[config.mk]
export PLATFORM = sky130hd
export DESIGN_NAME = dmem_responder
export DESIGN_NICKNAME = d
export VERILOG_FILES = /design/src/rtl/dmem_responder.sv
export SDC_FILE = /design/constraint.sdc
export NUM_CORES = 2
export LEC_CHECK = 0
export BUFFER_PORTS_ARGS = -buffer_cell sky130_fd_sc_hd__buf_2
export CAP_MARGIN = 20
export CELL_PAD_IN_SITES_DETAIL_PLACEMENT = 0
export CELL_PAD_IN_SITES_GLOBAL_PLACEMENT = 2
export CORE_UTILIZATION = 44
export CTS_CLUSTER_SIZE = 20
export DETAILED_ROUTE_END_ITERATION = 6
export PLACE_DENSITY = 0.93
export SLEW_MARGIN = 5
export SYNTH_ARGS = -nofsm -noshare
export SYNTH_HDL_FRONTEND = slang
export SYNTH_SLANG_ARGS = --single-unit
[constraint.sdc]
create_clock -name clk -period 9 [get_ports clk]
set_input_delay 1.8 -clock clk [delete_from_list [all_inputs] [get_ports clk]]
set_output_delay 1.8 -clock clk [all_outputs]
set_load 0.02 [all_outputs]
[src/rtl/dmem_responder.sv]
// Data-memory responder for the MEM stage: one request at a time, optional wait states,
// byte/half/word access with lane merge on stores and sign/zero extension on loads.
module dmem_responder #(
    parameter int ADDR_WIDTH  = 32,
    parameter int DATA_WIDTH  = 32,
    parameter int NUM_LOCS    = 64,
    parameter int WAIT_CYCLES = 1
) (
    input  logic                  clk,
    input  logic                  rstn,
    input  logic                  req_valid,
    output logic                  req_ready,
    input  logic                  req_write,
    input  logic [ADDR_WIDTH-1:0] req_addr,
    input  logic [DATA_WIDTH-1:0] req_wdata,
    input  logic [1:0]            req_size,
    input  logic                  req_unsigned,
    output logic                  resp_valid,
    input  logic                  resp_ready,
    output logic [DATA_WIDTH-1:0] resp_rdata,
    output logic                  resp_error,
    output logic [1:0]            o_dbg_state
);

    // Handshake: a transfer happens on a rising edge where valid && ready are both high.
    // req_ready is high only in IDLE; resp_valid holds with stable data until resp_ready.

    localparam int                    IDX_W     = (NUM_LOCS > 1) ? $clog2(NUM_LOCS) : 1;
    localparam bit                    ZERO_WAIT = (WAIT_CYCLES == 0);
    localparam logic [3:0]            CNT_INIT  = ZERO_WAIT ? 4'd0 : 4'(WAIT_CYCLES - 1);
    localparam logic [ADDR_WIDTH-3:0] LOCS_W    = (ADDR_WIDTH-2)'(NUM_LOCS);

    typedef enum logic [1:0] {
        S_IDLE = 2'd0,
        S_WAIT = 2'd1,
        S_RESP = 2'd2
    } state_t;

    state_t                r_state;
    logic [3:0]            r_cnt;
    logic                  r_write;
    logic [ADDR_WIDTH-1:0] r_addr;
    logic [DATA_WIDTH-1:0] r_wdata;
    logic [1:0]            r_size;
    logic                  r_unsigned;
    logic [DATA_WIDTH-1:0] r_mem [NUM_LOCS];
    logic                  r_req_ready;
    logic                  r_resp_valid;
    logic [DATA_WIDTH-1:0] r_rdata;
    logic                  r_error;

    logic                  w_accept;
    logic                  w_exec;
    logic                  w_ex_write;
    logic [ADDR_WIDTH-1:0] w_ex_addr;
    logic [DATA_WIDTH-1:0] w_ex_wdata;
    logic [1:0]            w_ex_size;
    logic                  w_ex_unsigned;
    logic [1:0]            w_lane;
    logic [ADDR_WIDTH-3:0] w_word_idx;
    logic [IDX_W-1:0]      w_idx;
    logic                  w_error;
    logic [DATA_WIDTH-1:0] w_old;
    logic [3:0]            w_be;
    logic [DATA_WIDTH-1:0] w_lane_data;
    logic [DATA_WIDTH-1:0] w_merged;
    logic [7:0]            w_byte;
    logic [15:0]           w_half;
    logic [DATA_WIDTH-1:0] w_load;

    assign w_accept = (r_state == S_IDLE) && req_valid && r_req_ready;
    assign w_exec   = (w_accept && ZERO_WAIT) || ((r_state == S_WAIT) && (r_cnt == 4'd0));

    // With no wait states the access executes on the accept edge, straight from the inputs.
    assign w_ex_write    = (r_state == S_IDLE) ? req_write    : r_write;
    assign w_ex_addr     = (r_state == S_IDLE) ? req_addr     : r_addr;
    assign w_ex_wdata    = (r_state == S_IDLE) ? req_wdata    : r_wdata;
    assign w_ex_size     = (r_state == S_IDLE) ? req_size     : r_size;
    assign w_ex_unsigned = (r_state == S_IDLE) ? req_unsigned : r_unsigned;

    assign w_lane     = w_ex_addr[1:0];
    assign w_word_idx = w_ex_addr[ADDR_WIDTH-1:2];
    assign w_idx      = w_word_idx[IDX_W-1:0];
    assign w_old      = r_mem[w_idx];

    assign w_error = (w_ex_size == 2'b11)
                  || ((w_ex_size == 2'b01) && w_lane[0])
                  || ((w_ex_size == 2'b10) && (w_lane != 2'b00))
                  || (w_word_idx >= LOCS_W);

    always_comb begin
        w_be        = 4'b0000;
        w_lane_data = w_ex_wdata;
        case (w_ex_size)
            2'b00: begin
                w_be        = 4'b0001 << w_lane;
                w_lane_data = {4{w_ex_wdata[7:0]}};
            end
            2'b01: begin
                w_be        = 4'b0011 << {w_lane[1], 1'b0};
                w_lane_data = {2{w_ex_wdata[15:0]}};
            end
            2'b10:   w_be = 4'b1111;
            default: w_be = 4'b0000;
        endcase
        w_merged = w_old;
        for (int i = 0; i < 4; i++) begin
            if (w_be[i]) w_merged[8*i +: 8] = w_lane_data[8*i +: 8];
        end
    end

    always_comb begin
        w_byte = w_old[{w_lane, 3'b000} +: 8];
        w_half = w_old[{w_lane[1], 4'b0000} +: 16];
        case (w_ex_size)
            2'b00:   w_load = w_ex_unsigned ? {24'b0, w_byte} : {{24{w_byte[7]}}, w_byte};
            2'b01:   w_load = w_ex_unsigned ? {16'b0, w_half} : {{16{w_half[15]}}, w_half};
            default: w_load = w_old;
        endcase
    end

    always_ff @(posedge clk or negedge rstn) begin
        if (!rstn) begin
            r_state      <= S_IDLE;
            r_cnt        <= 4'd0;
            r_write      <= 1'b0;
            r_addr       <= '0;
            r_wdata      <= '0;
            r_size       <= 2'b00;
            r_unsigned   <= 1'b0;
            r_req_ready  <= 1'b1;
            r_resp_valid <= 1'b0;
            r_rdata      <= '0;
            r_error      <= 1'b0;
            for (int i = 0; i < NUM_LOCS; i++) r_mem[i] <= '0;
        end else begin
            if (w_exec) begin
                r_error      <= w_error;
                r_rdata      <= (w_error || w_ex_write) ? '0 : w_load;
                r_resp_valid <= 1'b1;
                if (w_ex_write && !w_error) r_mem[w_idx] <= w_merged;
            end
            case (r_state)
                S_IDLE: begin
                    if (w_accept) begin
                        r_write     <= req_write;
                        r_addr      <= req_addr;
                        r_wdata     <= req_wdata;
                        r_size      <= req_size;
                        r_unsigned  <= req_unsigned;
                        r_req_ready <= 1'b0;
                        if (ZERO_WAIT) begin
                            r_state <= S_RESP;
                        end else begin
                            r_cnt   <= CNT_INIT;
                            r_state <= S_WAIT;
                        end
                    end
                end
                S_WAIT: begin
                    if (r_cnt == 4'd0) r_state <= S_RESP;
                    else               r_cnt   <= r_cnt - 4'd1;
                end
                S_RESP: begin
                    if (resp_ready) begin
                        r_resp_valid <= 1'b0;
                        r_req_ready  <= 1'b1;
                        r_rdata      <= '0;
                        r_error      <= 1'b0;
                        r_state      <= S_IDLE;
                    end
                end
                default: r_state <= S_IDLE;
            endcase
        end
    end

    assign req_ready   = r_req_ready;
    assign resp_valid  = r_resp_valid;
    assign resp_rdata  = r_rdata;
    assign resp_error  = r_error;
    assign o_dbg_state = r_state;

endmodule

==> metrics.yaml <==
cts_setup_buffers: 0
period_needed_ns: 7.15
post_route_cells_drive_above_1_share_pct: 10.7
worst_path_most_repeated_cell: "buf_4"
timing.critical_path.max_delay_family: "simple AND/OR/NAND/NOR gates"
number_of_nets_in_the_synthesized_netlist: 10000
drt-initial-drc-count: 9559
post_drt_via_cell_ratio: 6.15
busiest_metal_layer_after_global_routing: "met2"
finalHoldViolCount: 0
cell_pwr_density_nw_per_um2: 318
power.ir.vdd_worst_mv: 0.717
globalplace.congestion: 0.885
top_level_ports: 109
cts-buffers-inserted: 221
synthCells: 9966
layout-area-overhead-vs-synth_pct: 12.1
post-route-drc-count: 3
fraction_of_power_consumed_by_combinational_cells_pct: 41.3
finalWirelength_um: 339000
critical_path_peak_fanout: 64
final_cell_mix: "dfrtp_1, nor2_1, nand2_1"
initial_utilization_pct: 44.5
clk_root_buffer_cell: "clkbuf_16"
finish.net_count: 9758
sequentialPowerShare_pct: 30.3
finalMaxSlewViolations: 0
finalCritPeriodShare_pct: 79.5
final_core_util_pct: 49.8
timing.critical_path.required_ns: 9.80
tritoncts: "done"
ctsHtreeMaxLevel: 4
timing.critical_path.cells: "buf_2 > or3b_1 > buf_4 > and2_4 > nand2_2 > buf_4 > o22ai_1 > o41ai_2 > nor4b_2 > nand3_1 > nor2_1 > a21oi_4 > buf_4 > o21ai_0"
delay_contributed_by_the_slowest_stage_of_the_critical_path_ns: 0.99
flops_latches_synth: 2157
endpoint_kind: "register"
cap_viol_max_count: 0
clk_transition_reported_paths_ns: 0.06
worst_hold_slack_across_all_endpoints_ns: 0.475
grt_first_pass_wirelength_um: 501000
internal_power_w: 0.0183
drt-wirelength-per-cell_um: 26.8
place.port_buffers: 108
route.vias.total: 77900
tightest_slew_ns: 1.26
core.rowCount: 167
largest_net_degree_at_the_start_of_global_routing: 162
cts.hold.buffers_added: 0
antenna_found_initial: 20
layout.filler_cells: 19300
status: "complete, but fails checks"
syn-mean-instance-area_sq_um: 9.28
cts_num_sinks: 2157
timing.critical_path.buf_inv: 4
fp.dieW_um: 461
grt_util_met1_pct: 44.8
groute.layer.met2.usage_pct: 47.5
swShare_pct: 44.5
synth_flop_cell: "dfrtp_1"
synth.cell_area_sq_um: 92500
finalInstanceArea_sq_um: 104000
synth-edff-count: 0
max-clock-path-buffers: 3
detailed_place.area_sq_um: 96100
dieHeight_um: 461
most_common_cell_after_layout_fill_and_taps_aside: "dfrtp_1"
grt.total_usage_pct: 31.8
first_pass_iters: 7
worst-setup-path-type: "primary input to register"
die_area_sq_um: 212000
ant_nets: 0
hold_class: "register to register"
fin_skew_ns: 0.0494
met3_usage_pct: 7.60
worst_slew_slack_as_a_fraction_of_its_limit_pct: 15.2
crit_path_start_kind: "primary input"
cellLeakagePower_nw: 47.1
cp_slowest_cell: "nor4b_2"
post_cts_resize_count: 0
fin_tns_setup_ns: 0
failed_checks: "DRC"
synth_warnings: 0
detailedPlacementHpwl_um: 206000
clock_power_share_pct: 28.4
netlist-cell-type-count: 89
setup-violations-final: 0
unrepaired_setup_endpoints_after_global_routing: "false"
grt-ovfl-total: 0
worstPathArrival_ns: 7.95
share_of_async_settable_or_async_resettable_flops_after_synthesis_pct: 100
totalPowerFinal_w: 0.0330
p_sw_w: 0.0147
core_area_sq_um: 208000
synth_sequential_area_ratio_pct: 58.3
max_freq_ghz: 0.140
worst_skew_pair.late_latency_ns: 0.91
first_global_vias: 73800
-- metal layers --
layer	routed length, um	share of wire [%]
met5	79	0.023
met4	12800	3.8
met3	33800	9.9
met2	149000	44
met1	144000	42
-- tightest hold or removal path: stages, from the launching register on --
cell and delay [ns]:
dfrtp_1 0.34, nand2_1 0.04, o21ai_0 0.06
-- power groups by stage --
| stage | registers (W) | clock network (W) | logic, W |
|---|---|---|---|
| 2_1_floorplan | 0.0101 | 0 | 0.00735 |
| 3_3_place_gp | 0.0101 | 0 | 0.0129 |
| 5_1_grt | 0.0100 | 0.00987 | 0.0140 |
| 6_report | 0.00999 | 0.00939 | 0.0136 |
| 3_5_place_dp | 0.0102 | 0 | 0.0130 |
| 4_1_cts | 0.00998 | 0.00948 | 0.0131 |
-- state kept, by name (all words and copies together) (netlist names) --
name         count
resp_error       1
r_unsigned       1
r_mem         2048
o_dbg_state      2
r_size           2
r_cnt            4
resp_valid       1
r_addr          32
r_write          1
r_wdata         32
req_ready        1
resp_rdata      32
-- cell usage after synthesis (9+ instances only) --
library cell	instances	area share, %
o22a_1	16	0.15
nand2_1	1391	5.6
buf_2	236	1.3
nor2_1	1457	5.9
nand3_1	54	0.29
o32ai_1	35	0.33
o211ai_1	26	0.21
o21ai_0	1118	6.0
a22oi_1	14	0.11
mux2_2	77	0.94
or3_1	11	0.074
and3_1	34	0.23
a31oi_1	45	0.30
a211oi_1	35	0.28
dfrtp_1	2156	58
o21ai_1	10	0.054
a311oi_1	10	0.095
o221ai_1	87	0.82
o22ai_1	777	5.3
o31ai_1	14	0.11
nand4_1	12	0.081
nor3_1	370	2.0
a21oi_1	968	5.2
and2_1	9	0.061
nor4_1	44	0.30
buf_6	14	0.17
buf_4	49	0.40
mux2i_1	93	1.0
a32oi_1	10	0.095
clkbuf_1	602	2.4
buf_1	38	0.15
-- path summary, 6_finish.rpt --
check                               startpoint          end  slack [ns]  cells past startpoint
worst max-delay path               req_addr[2]  r_mem[1297]        1.85                     14
worst min-delay path                r_mem[767]   r_mem[767]        0.47                      2
worst max register to register  o_dbg_state[1]  r_mem[1297]        2.45                     11
worst min register to register      r_mem[767]   r_mem[767]        0.47                      2
max in group asynchronous                 rstn   r_mem[347]        5.84                      3
min in group asynchronous                 rstn  r_mem[1011]        0.95                      1
-- metrics by stage --
stage	cells	setup slack [ns]
after global placement	12200	0.200
final	12700	1.85
after floorplan	9966	4.11
after global routing	12700	2.05
after detailed placement	12200	1.33
after CTS	12600	2.26
-- cells by family after synthesis --
family | synth area share (%)
AND/OR/NAND/NOR | 14.9
multiplexers | 2.08
flip-flops | 58.3
XOR/XNOR | 0.0189
adder cells (fa/ha/maj) | 0.0270
AO/OA/AOI/OAI | 20.1
buffers and inverters | 4.47
-- cell type report --
type	instances	area [sq um]	share of cell area, %
antenna	12	30.0	0.0290
clock buffer	327	6550	6.32
clock inverter	81	860	0.829
inverter	6	22.5	0.0217
multi-input combinational	6863	35200	33.9
sequential	2157	54000	52.1
tap	2788	3490	3.36
timing repair buffer	435	3570	3.44
Note: power is estimated with default switching activity, not from simulation.
